File: src/rtl/pipe_skid_reg.sv
// Valid/ready pipeline register: a two-entry skid buffer with a fully registered in_ready, or a
// single register. Also provides flush, an occupancy output and a saturating backpressure counter.
module pipe_skid_reg #(
    parameter int                 WIDTH     = 32,
    parameter int                 SKID      = 1,
    parameter logic [WIDTH-1:0]   RESET_VAL = {WIDTH{1'b0}},
    parameter int                 CNT_W     = 16
) (
    input  logic             clk,
    input  logic             rst,
    input  logic             in_valid,
    output logic             in_ready,
    input  logic [WIDTH-1:0] in_data,
    input  logic             flush,
    output logic             out_valid,
    input  logic             out_ready,
    output logic [WIDTH-1:0] out_data,
    output logic [1:0]       occupancy,
    output logic [CNT_W-1:0] stall_cnt
);

    typedef enum logic [1:0] {
        EMPTY = 2'd0,
        ONE   = 2'd1,
        FULL  = 2'd2
    } state_e;

    state_e           state_q;
    logic [WIDTH-1:0] main_q;
    logic [CNT_W-1:0] stall_q;
    logic [CNT_W-1:0] stall_d;
    logic             accept;
    logic             deliver;

    assign accept    = in_valid && in_ready;
    assign deliver   = out_valid && out_ready;
    assign out_valid = (state_q != EMPTY);
    assign out_data  = main_q;
    assign occupancy = state_q;
    assign stall_cnt = stall_q;

    generate
        if (SKID != 0) begin : g_skid
            logic [WIDTH-1:0] skid_q;
            logic             in_ready_q;

            // in_ready comes straight from a flop so upstream never sees out_ready combinationally.
            assign in_ready = in_ready_q;

            always_ff @(posedge clk) begin
                if (rst || flush) begin
                    state_q    <= EMPTY;
                    main_q     <= RESET_VAL;
                    skid_q     <= RESET_VAL;
                    in_ready_q <= 1'b1;
                end else begin
                    case (state_q)
                        EMPTY: begin
                            if (accept) begin
                                state_q <= ONE;
                                main_q  <= in_data;
                            end
                        end
                        ONE: begin
                            if (accept && deliver) begin
                                main_q <= in_data;
                            end else if (accept) begin
                                state_q    <= FULL;
                                skid_q     <= in_data;
                                in_ready_q <= 1'b0;
                            end else if (deliver) begin
                                state_q <= EMPTY;
                                main_q  <= RESET_VAL;
                            end
                        end
                        FULL: begin
                            if (deliver) begin
                                state_q    <= ONE;
                                main_q     <= skid_q;
                                skid_q     <= RESET_VAL;
                                in_ready_q <= 1'b1;
                            end
                        end
                        default: begin
                            state_q    <= EMPTY;
                            main_q     <= RESET_VAL;
                            skid_q     <= RESET_VAL;
                            in_ready_q <= 1'b1;
                        end
                    endcase
                end
            end
        end else begin : g_single
            assign in_ready = !out_valid || out_ready;

            // An accept while holding a beat implies a simultaneous delivery, so ONE never overflows.
            always_ff @(posedge clk) begin
                if (rst || flush) begin
                    state_q <= EMPTY;
                    main_q  <= RESET_VAL;
                end else begin
                    case (state_q)
                        EMPTY: begin
                            if (accept) begin
                                state_q <= ONE;
                                main_q  <= in_data;
                            end
                        end
                        ONE: begin
                            if (accept) begin
                                main_q <= in_data;
                            end else if (deliver) begin
                                state_q <= EMPTY;
                                main_q  <= RESET_VAL;
                            end
                        end
                        default: begin
                            state_q <= EMPTY;
                            main_q  <= RESET_VAL;
                        end
                    endcase
                end
            end
        end
    endgenerate

    // Saturating counter; only rst clears it, flush does not.
    always_comb begin
        stall_d = stall_q;
        if (out_valid && !out_ready && (stall_q != {CNT_W{1'b1}})) begin
            stall_d = stall_q + CNT_W'(1);
        end
    end

    always_ff @(posedge clk) begin
        if (rst) begin
            stall_q <= '0;
        end else begin
            stall_q <= stall_d;
        end
    end

endmodule
File: config.mk
export PLATFORM = sky130hd
export DESIGN_NAME = pipe_skid_reg
export DESIGN_NICKNAME = d
export VERILOG_FILES = /design/src/rtl/pipe_skid_reg.sv
export SDC_FILE = /design/constraint.sdc
export NUM_CORES = 1
export LEC_CHECK = 0
export CAP_MARGIN = 15
export CORE_MARGIN = 5
export CORE_UTILIZATION = 45
export CTS_BUF_LIST = sky130_fd_sc_hd__clkbuf_8
export DETAILED_ROUTE_END_ITERATION = 7
export PLACE_DENSITY = 0.77
export SLEW_MARGIN = 40
export SYNTH_ARGS = -nofsm -noshare
export SYNTH_HDL_FRONTEND = slang
export SYNTH_SLANG_ARGS = --single-unit
File: constraint.sdc
create_clock -name clk -period 4.23 [get_ports clk]
set_clock_uncertainty 0.15 [all_clocks]
set_input_delay 0.423 -clock clk [delete_from_list [all_inputs] [get_ports clk]]
set_output_delay 0.423 -clock clk [all_outputs]
set_load 0.01 [all_outputs]
==> run metrics, run 1 <==
overall routing resource usage 0.188; post-CTS setup repair buffer count 0; Critical Path Fanout Max 35; CTS Buf Count 9; Pint 1110 uW; cell family contributing the most delay on the critical path buffers and inverters; synthesis-to-layout area growth 32.0%; Synth cell types 44; Peak supply drop 215 uV; Reg2Reg Launch Point occupancy[0]$_SDFFE_PP0P_; Post-synth EDFFs 0; Die X 96.5 um; beginning of the worst hold path g_skid.skid_q[2]$_SDFFE_PP0P_; initial antenna violation count 0; vias in the first global route 2958; CP arrival 2.55 ns; Final Hold Fails 0; Power Total 1480 uW; number of max-cap violations 0; sw power 362 uW; largest net degree at the start of global routing 36; Combinational Power Share 0.102; IO buf count 88; Hold Buf Count CTS 0; initial core utilization 0.464; CP max stage delay 0.74 ns; hpwl dp 5.97 mm; drt pass-1 iters 5; Slew @ Worst Pin 0.718 ns; most frequent cell after synthesis dfxtp_1; DRT iter0 DRCs 178; Primary FF master, synth dfxtp_1; first-pass GRT wire length 13.7 mm; Final nets 464; antenna cell count 0; placeable core region 0.00725 mm2; Mapped Area 0.00336 mm2; Final ANT Viol Nets 0; YS warnings 0; min cycle time layout 2.42 ns; CP Launch Type input port; routed len/inst 16.4 um; CP max-delay cell clkdlybuf4s50_1; detailed-route wire length 8.70 mm; Area after DPL 0.00426 mm2; fillers 638; post-route cell area 0.00444 mm2; Worst Path Required 4.36 ns; PD cells 333 mW/mm2; R2R setup slack 1.89 ns; RSZ-0062 raised after global routing no; CP endpoint kind flip-flop; Core Rows 31; PostCTS Resize Cnt 0; setup TNS 0 ns; Sw Share 0.245; share of cells above drive strength 1 0.0928; period utilization 0.573; Final setup viols 0; gpl congestion 0.865; ys async rst share 0; CTS sink cnt 83; Min-Delay Path Class reg2reg; max-slew violation total from the final report 0; Synth top cells by count 83 x dfxtp_1, 58 x a22oi_1, 32 x nor2_1, 32 x o2bb2ai_1, 23 x a21oi_1; syn_area_per_cell 9.55 um2; # H-tree levels 3; fmax 0.413 GHz; Die Area 0.00930 mm2; Leak 0.00150 uW; crit path cell chain clkdlybuf4s50_1 -> or2_2 -> a21oi_2 -> buf_4 -> o2bb2ai_1; relative slew slack 0.521; clock root cell clkbuf_8; Clk Latency, worst-skew pair 0.35 ns; Synth area leaders dfxtp_1 49%, a22oi_1 13%, o2bb2ai_1 8.3%; CTS tree done; # IOs 89; Post-Syn Instances 352; leading area contributor after synthesis dfxtp_1; Vert. Die Dim 96.5 um; Setup crit start rst; gr ovfl total 0; clock buffer depth 2; syn nets 390; synthesized flop and latch total 83; Synth top area share 0.494; Setup CP Type in2reg; register area share after synthesis 0.494; Flop pwr share 0.547; DRC 0; Worst-path clk slew 0.08 ns; CP bufs+invs 2; via count 3071; Via-to-Cell Ratio 5.79; clock network fraction of design power 0.351; worst hold slack 0.306 ns; status finished, final reports clean
-- worst reg2reg max path, delay by kind of cell, from the launching register on --
kind,cells,cell delay [ns]
buffers and inverters,1,0.35
AO/OA/AOI/OAI,3,0.80
AND/OR/NAND/NOR,1,0.21
flip-flops,1,0.72
-- flip-flops by register name (all words and copies together) (netlist names) --
signal and flops:
occupancy 2, out_data 32, g_skid.skid_q 32, stall_cnt 16, in_ready 1
-- final cells by class --
| type | instances | area [um2] | area share |
|---|---|---|---|
| well taps | 99 | 124 | 0.0279 |
| clock buffers | 11 | 151 | 0.0341 |
| clock inverters | 5 | 28.8 | 0.00648 |
| multi-input cells | 234 | 1530 | 0.345 |
| repair buffers | 95 | 933 | 0.210 |
| inverters | 3 | 11.3 | 0.00254 |
| flip-flops and latches | 83 | 1660 | 0.374 |
-- cells in the final DEF, fill, tap and decap left out, types with 3 or more instances in the layout --
cell              n
a21oi_1          22
a22oi_1          58
and3_1            3
buf_4             7
clkbuf_8         11
clkdlybuf4s50_1  88
dfxtp_1          83
inv_1             3
nand2_1          16
nand3_1           8
nand4_1          11
nor2_1           32
o21ai_0           8
o2bb2ai_1        32
o31ai_1           5
or3_1             3
or3_2             6
or4_1             4
-- power by group through the flow --
stage | registers, uW | clock network, uW | logic (uW)
2_1_floorplan | 828 | 0 | 68.3
3_5_place_dp | 825 | 0 | 151
3_3_place_gp | 825 | 0 | 150
4_1_cts | 807 | 528 | 152
6_report | 807 | 518 | 151
5_1_grt | 810 | 558 | 164
-- worst paths after layout --
check	end	cells after the start
setup / recovery	out_data[8]$_SDFFE_PP0P_	5
hold / removal	g_skid.skid_q[2]$_SDFFE_PP0P_	2
setup reg to reg	out_data[8]$_SDFFE_PP0P_	5
hold reg to reg	g_skid.skid_q[2]$_SDFFE_PP0P_	2
-- routing by layer --
layer  up-vias  wire length, um  global-route usage
li1       1488                -                   -
met4         0               93              0.0584
met1      1475             3750               0.229
met3         8              539              0.0620
met5         -                0                   0
met2       100             4310               0.316
-- cells by family (layout without fill, tap and decap cells) --
group           count (synthesis)  in the layout  synth area share
compound gates                135            135             0.294
xor+xnor                        1              1           0.00260
fa+ha+maj                       1              1           0.00372
buf+inv                        35            114            0.0554
flops                          83             83             0.494
mux                             2              2           0.00632
simple gates                   95             95             0.144
-- stage by stage --
| stage | std cells | worst slack (ns) | util |
|---|---|---|---|
| 2_1_floorplan | 352 | 2.25 | - |
| 3_3_place_gp | 514 | 1.48 | 0.587 |
| 3_5_place_dp | 514 | 1.46 | 0.587 |
| 4_1_cts | 530 | 1.82 | 0.612 |
| 5_1_grt | 530 | 1.68 | 0.612 |
| 6_report | 530 | 1.81 | 0.612 |
No activity file was read; power rests on OpenSTA's default activity.
==> inputs of run 2 (changes only) <==
- PLACE_DENSITY: 0.77 -> 0.8
- clock period: 4.23 -> 2 ns (I/O delays scaled with it)
==> run metrics, run 2 (synthesized netlist as in run 1, its figures left out) <==
status finished, final reports clean; Setup crit start occupancy[1]$_SDFFE_PP0P_; CP bufs+invs 2; clock network fraction of design power 0.344; CTS Buf Count 9; Peak supply drop 375 uV; worst hold slack 0.309 ns; sw power 755 uW; CP endpoint kind output pin; Die Area 0.00930 mm2; Combinational Power Share 0.114; Final Hold Fails 0; Hold Buf Count CTS 0; placeable core region 0.00725 mm2; number of max-cap violations 0; Slew @ Worst Pin 0.374 ns; routed len/inst 16.4 um; M2 GR Usage 0.336; hpwl dp 6.24 mm; CP arrival 1.60 ns; Area after DPL 0.00446 mm2; PD cells 671 mW/mm2; Sw Share 0.241; vias in the first global route 3081; Worst Path Required 1.65 ns; clock root cell clkbuf_8; CP Launch Type flip-flop; max-slew violation total from the final report 0; Flop pwr share 0.542; Crit path depth 3; # H-tree levels 3; detailed-route wire length 9.05 mm; Clk Latency, worst-skew pair 0.34 ns; CTS tree done; Core Rows 31; most common cell after layout, fill and taps aside clkdlybuf4s50_1; Critical Path Sink out_valid; initial antenna violation count 0; Reg2Reg Launch Point stall_cnt[14]$_SDFFE_PP0P_; period utilization 0.975; post-route cell area 0.00467 mm2; drt pass-1 iters 5; fmax 0.513 GHz; length in cells of the worst reg-to-reg path 5; Vert. Die Dim 96.5 um; layer with the highest usage met2; Via-to-Cell Ratio 5.84; gr ovfl total 0; setup TNS 0 ns; antenna cell count 0; R2R setup slack 0.09 ns; most frequent cells in the layout 87 x clkdlybuf4s50_1, 80 x dfxtp_1, 58 x a22oi_1, 32 x nor2_1, 32 x o2bb2ai_1; first-pass GRT wire length 14.6 mm; DRT iter0 DRCs 192; largest net degree at the start of global routing 35; Power Total 3140 uW; cell family contributing the most delay on the critical path buffers and inverters; CP max stage delay 0.48 ns; Critical Path Fanout Max 5; via count 3210; synthesis-to-layout area growth 39.0%; crit path cell chain buf_4 -> or2_2 -> clkdlybuf4s50_1; Final setup viols 0; initial core utilization 0.464; CP max-delay cell clkdlybuf4s50_1; # IOs 89; RSZ-0062 raised after global routing no; Final nets 485; overall routing resource usage 0.199; Leak 0.00165 uW; met3 usage 0.0372; share of cells above drive strength 1 0.144; Min-Delay Path Class reg2reg; min cycle time layout 1.95 ns; worst r2r dst stall_cnt[1]$_SDFFE_PP0P_; Setup CP Type reg2out; Worst-path clk slew 0.08 ns; Pint 2380 uW; clock buffer depth 2; gpl congestion 0.911; DRC 0; Final ANT Viol Nets 0; Die X 96.5 um; relative slew slack 0.750; grt met1 use 0.254; IO buf count 88; CTS sink cnt 83
## run 2: changes by cell type in the layout (fill, tap and decap cells not counted), moves of 2 or more
cell | before | now
dfxtp_2 | 0 | 3
clkinvlp_4 | 2 | 0
dfxtp_1 | 83 | 80
buf_4 | 7 | 23
buf_12 | 0 | 4
## run 2: power by group through the flow
stage	sequential (uW)	combinational [uW]	clock [uW]
6_report	1700	359	1080
3_5_place_dp	1740	357	0
2_1_floorplan	1750	145	0
5_1_grt	1700	388	1180
4_1_cts	1700	360	1110
3_3_place_gp	1740	350	0
## run 2: worst reg2reg max path, stage by stage (launching register included)
cell and delay (ns):
dfxtp_1 0.44, nand4_1 0.24, o41ai_4 0.51, buf_6 0.22, mux2i_1 0.20, nor2_1 0.05
## run 2: repair_timing
| item | in CTS | in global routing |
|---|---|---|
| pin swaps | 0 | 3 |
| gates resized for setup | 3 | 5 |
| buffers inserted | 0 | 1 |
| setup endpoints to repair | 3 | 15 |
## run 2: per-layer routing
| metal | routed length (um) | vias to the layer above | part of all wire |
|---|---|---|---|
| li1 | - | 1528 | - |
| met1 | 3870 | 1564 | 0.43 |
| met2 | 4530 | 109 | 0.50 |
| met3 | 551 | 9 | 0.061 |
| met4 | 89 | 0 | 0.0098 |
| met5 | 0 | - | 0 |
## run 2: cell type report
cell class,count,area (um2)
inverters,3,11.3
clock buffers,11,151
well taps,99,124
flip-flops and latches,83,1670
fillers,604,2580
repair buffers,116,1150
multi-input cells,234,1550
clock inverters,4,23.8
## run 2: worst min path at each step
stage	from	to	cells past startpoint
finish	g_skid.skid_q[31]$_SDFFE_PP0P_	g_skid.skid_q[31]$_SDFFE_PP0P_	2
detailed placement	out_data[8]$_SDFFE_PP0P_	out_data[8]$_SDFFE_PP0P_	1
global placement	g_skid.skid_q[3]$_SDFFE_PP0P_	g_skid.skid_q[3]$_SDFFE_PP0P_	2
global route	out_data[27]$_SDFFE_PP0P_	out_data[27]$_SDFFE_PP0P_	1
CTS	g_skid.skid_q[31]$_SDFFE_PP0P_	g_skid.skid_q[31]$_SDFFE_PP0P_	2
floorplan	flush	in_ready$_SDFFE_PP1P_	2
## run 2: through the flow
stage                      util  cells  worst slack [ns]
final                     0.644    550            0.0503
after global routing      0.644    550           0.00600
after CTS                 0.641    549            0.0150
after detailed placement  0.615    534           -0.0297
after global placement    0.615    534           0.00815
after floorplan               -    352            0.0157
==> inputs of run 3 (changes only) <==
- CORE_UTILIZATION: 45 -> 43
- CTS_BUF_LIST: sky130_fd_sc_hd__clkbuf_8 -> unset
- PLACE_DENSITY: 0.8 -> 0.77
==> run metrics, run 3 (synthesized netlist as in run 1, its figures left out) <==
most common cell after layout, fill and taps aside clkdlybuf4s50_1; number of max-cap violations 0; period utilization 0.959; Peak supply drop 529 uV; overall routing resource usage 0.181; Vert. Die Dim 98.4 um; clock root cell clkbuf_8; Via-to-Cell Ratio 5.75; fin cells 557; Clk Latency, worst-skew pair 0.35 ns; crit path cell chain nand4_1 -> o41ai_4 -> buf_6 -> mux2i_1 -> nor2_1; Setup CP Type reg2reg; setup slack at placement -0.0625 ns; CTS tree done; detailed-route wire length 9.06 mm; Sw Share 0.243; Leak 0.00166 uW; routed len/inst 16.3 um; initial core utilization 0.438; Worst Path Required 2.10 ns; Core Rows 32; Reg2Reg Launch Point stall_cnt[14]$_SDFFE_PP0P_; antenna cell count 0; DRT iter0 DRCs 232; Min-Delay Path Class reg2reg; max-slew violation total from the final report 0; Pint 2590 uW; gr ovfl total 0; area of the multi-input gates 0.00155 mm2; Post-Route Utilization 0.615; relative slew slack 0.736; beginning of the worst hold path g_skid.skid_q[1]$_SDFFE_PP0P_; clock buffer depth 2; Die X 98.4 um; most frequent cells in the layout 87 x clkdlybuf4s50_1, 81 x dfxtp_1, 58 x a22oi_1, 32 x nor2_1, 32 x o2bb2ai_1; IO buf count 88; Worst-path clk slew 0.09 ns; # IOs 89; clock network fraction of design power 0.400; fillers 645; CP Launch Type flip-flop; # H-tree levels 3; Final setup viols 0; sw power 832 uW; Reg area 0.00166 mm2; PD cells 724 mW/mm2; largest net degree at the start of global routing 35; Setup crit start stall_cnt[14]$_SDFFE_PP0P_; initial antenna violation count 0; gpl congestion 0.865; synthesis-to-layout area growth 40.5%; Final Hold Fails 0; hpwl dp 6.23 mm; Critical Path Fanout Max 16; CP max-delay cell o41ai_4; Slew @ Worst Pin 0.394 ns; CP arrival 2.02 ns; fmax 0.521 GHz; share of cells above drive strength 1 0.149; first-pass GRT wire length 14.5 mm; worst hold slack 0.305 ns; min cycle time layout 1.92 ns; Final ANT Viol Nets 0; vias in the first global route 2970; DRC 0; CTS sink cnt 83; placeable core region 0.00769 mm2; # placed instances 539; Final nets 488; via count 3203; Combinational Power Share 0.103; CP endpoint kind flip-flop; Flop pwr share 0.497; CP max stage delay 0.52 ns; status finished, final reports clean; final setup margin 0.0816 ns; CTS Buf Count 9; drt pass-1 iters 6; Die Area 0.00969 mm2
## run 3: what timing repair did
item,4_1_cts,5_1_grt
setup endpoints to repair,2,13
hold buffers,0,0
pin swaps,0,2
resized for setup,3,4
setup buffers,0,2
## run 3: worst paths after layout
kind	depth (start not counted)	to	slack [ns]
worst max-delay path	5	stall_cnt[1]$_SDFFE_PP0P_	0.08
worst min register to register	2	g_skid.skid_q[1]$_SDFFE_PP0P_	0.30
worst max register to register	5	stall_cnt[1]$_SDFFE_PP0P_	0.08
worst min-delay path	2	g_skid.skid_q[1]$_SDFFE_PP0P_	0.30
## run 3: stage by stage
step           setup TNS, ns  area, um2  power (uW)
2_1_floorplan              0       3360        1890
3_3_place_gp               0       4450        2080
3_5_place_dp          -0.291       4450        2090
4_1_cts                    0       4690        3450
5_1_grt              -0.0478       4730        3550
6_report                   0       4730        3420
## run 3: power by group through the flow
| stage | logic (uW) | clock network, uW | registers [uW] |
|---|---|---|---|
| 6_report | 352 | 1370 | 1700 |
| 5_1_grt | 379 | 1460 | 1700 |
| 4_1_cts | 351 | 1400 | 1700 |
| 3_5_place_dp | 349 | 0 | 1740 |
| 3_3_place_gp | 345 | 0 | 1740 |
| 2_1_floorplan | 145 | 0 | 1750 |
## run 3: layout make-up
class,instances,area share
clock buffers,9,0.0262
clock inverters,7,0.0222
inverters,3,0.00238
multi-input cells,234,0.329
flip-flops and latches,83,0.352
well taps,102,0.0270
repair buffers,119,0.241
## run 3: critical path: cells and delay by family (launching register included)
family	cells	cell delay, ns
AND/OR/NAND/NOR	2	0.28
AO/OA/AOI/OAI	1	0.52
multiplexers	1	0.21
flip-flops	1	0.44
buffers and inverters	1	0.22
## run 3: routing by layer
metal,wire (um),track usage,share of wire
met3,564,0.0403,0.062
met2,4380,0.287,0.48
met5,0,0,0
met4,155,0.0756,0.017
met1,3960,0.239,0.44
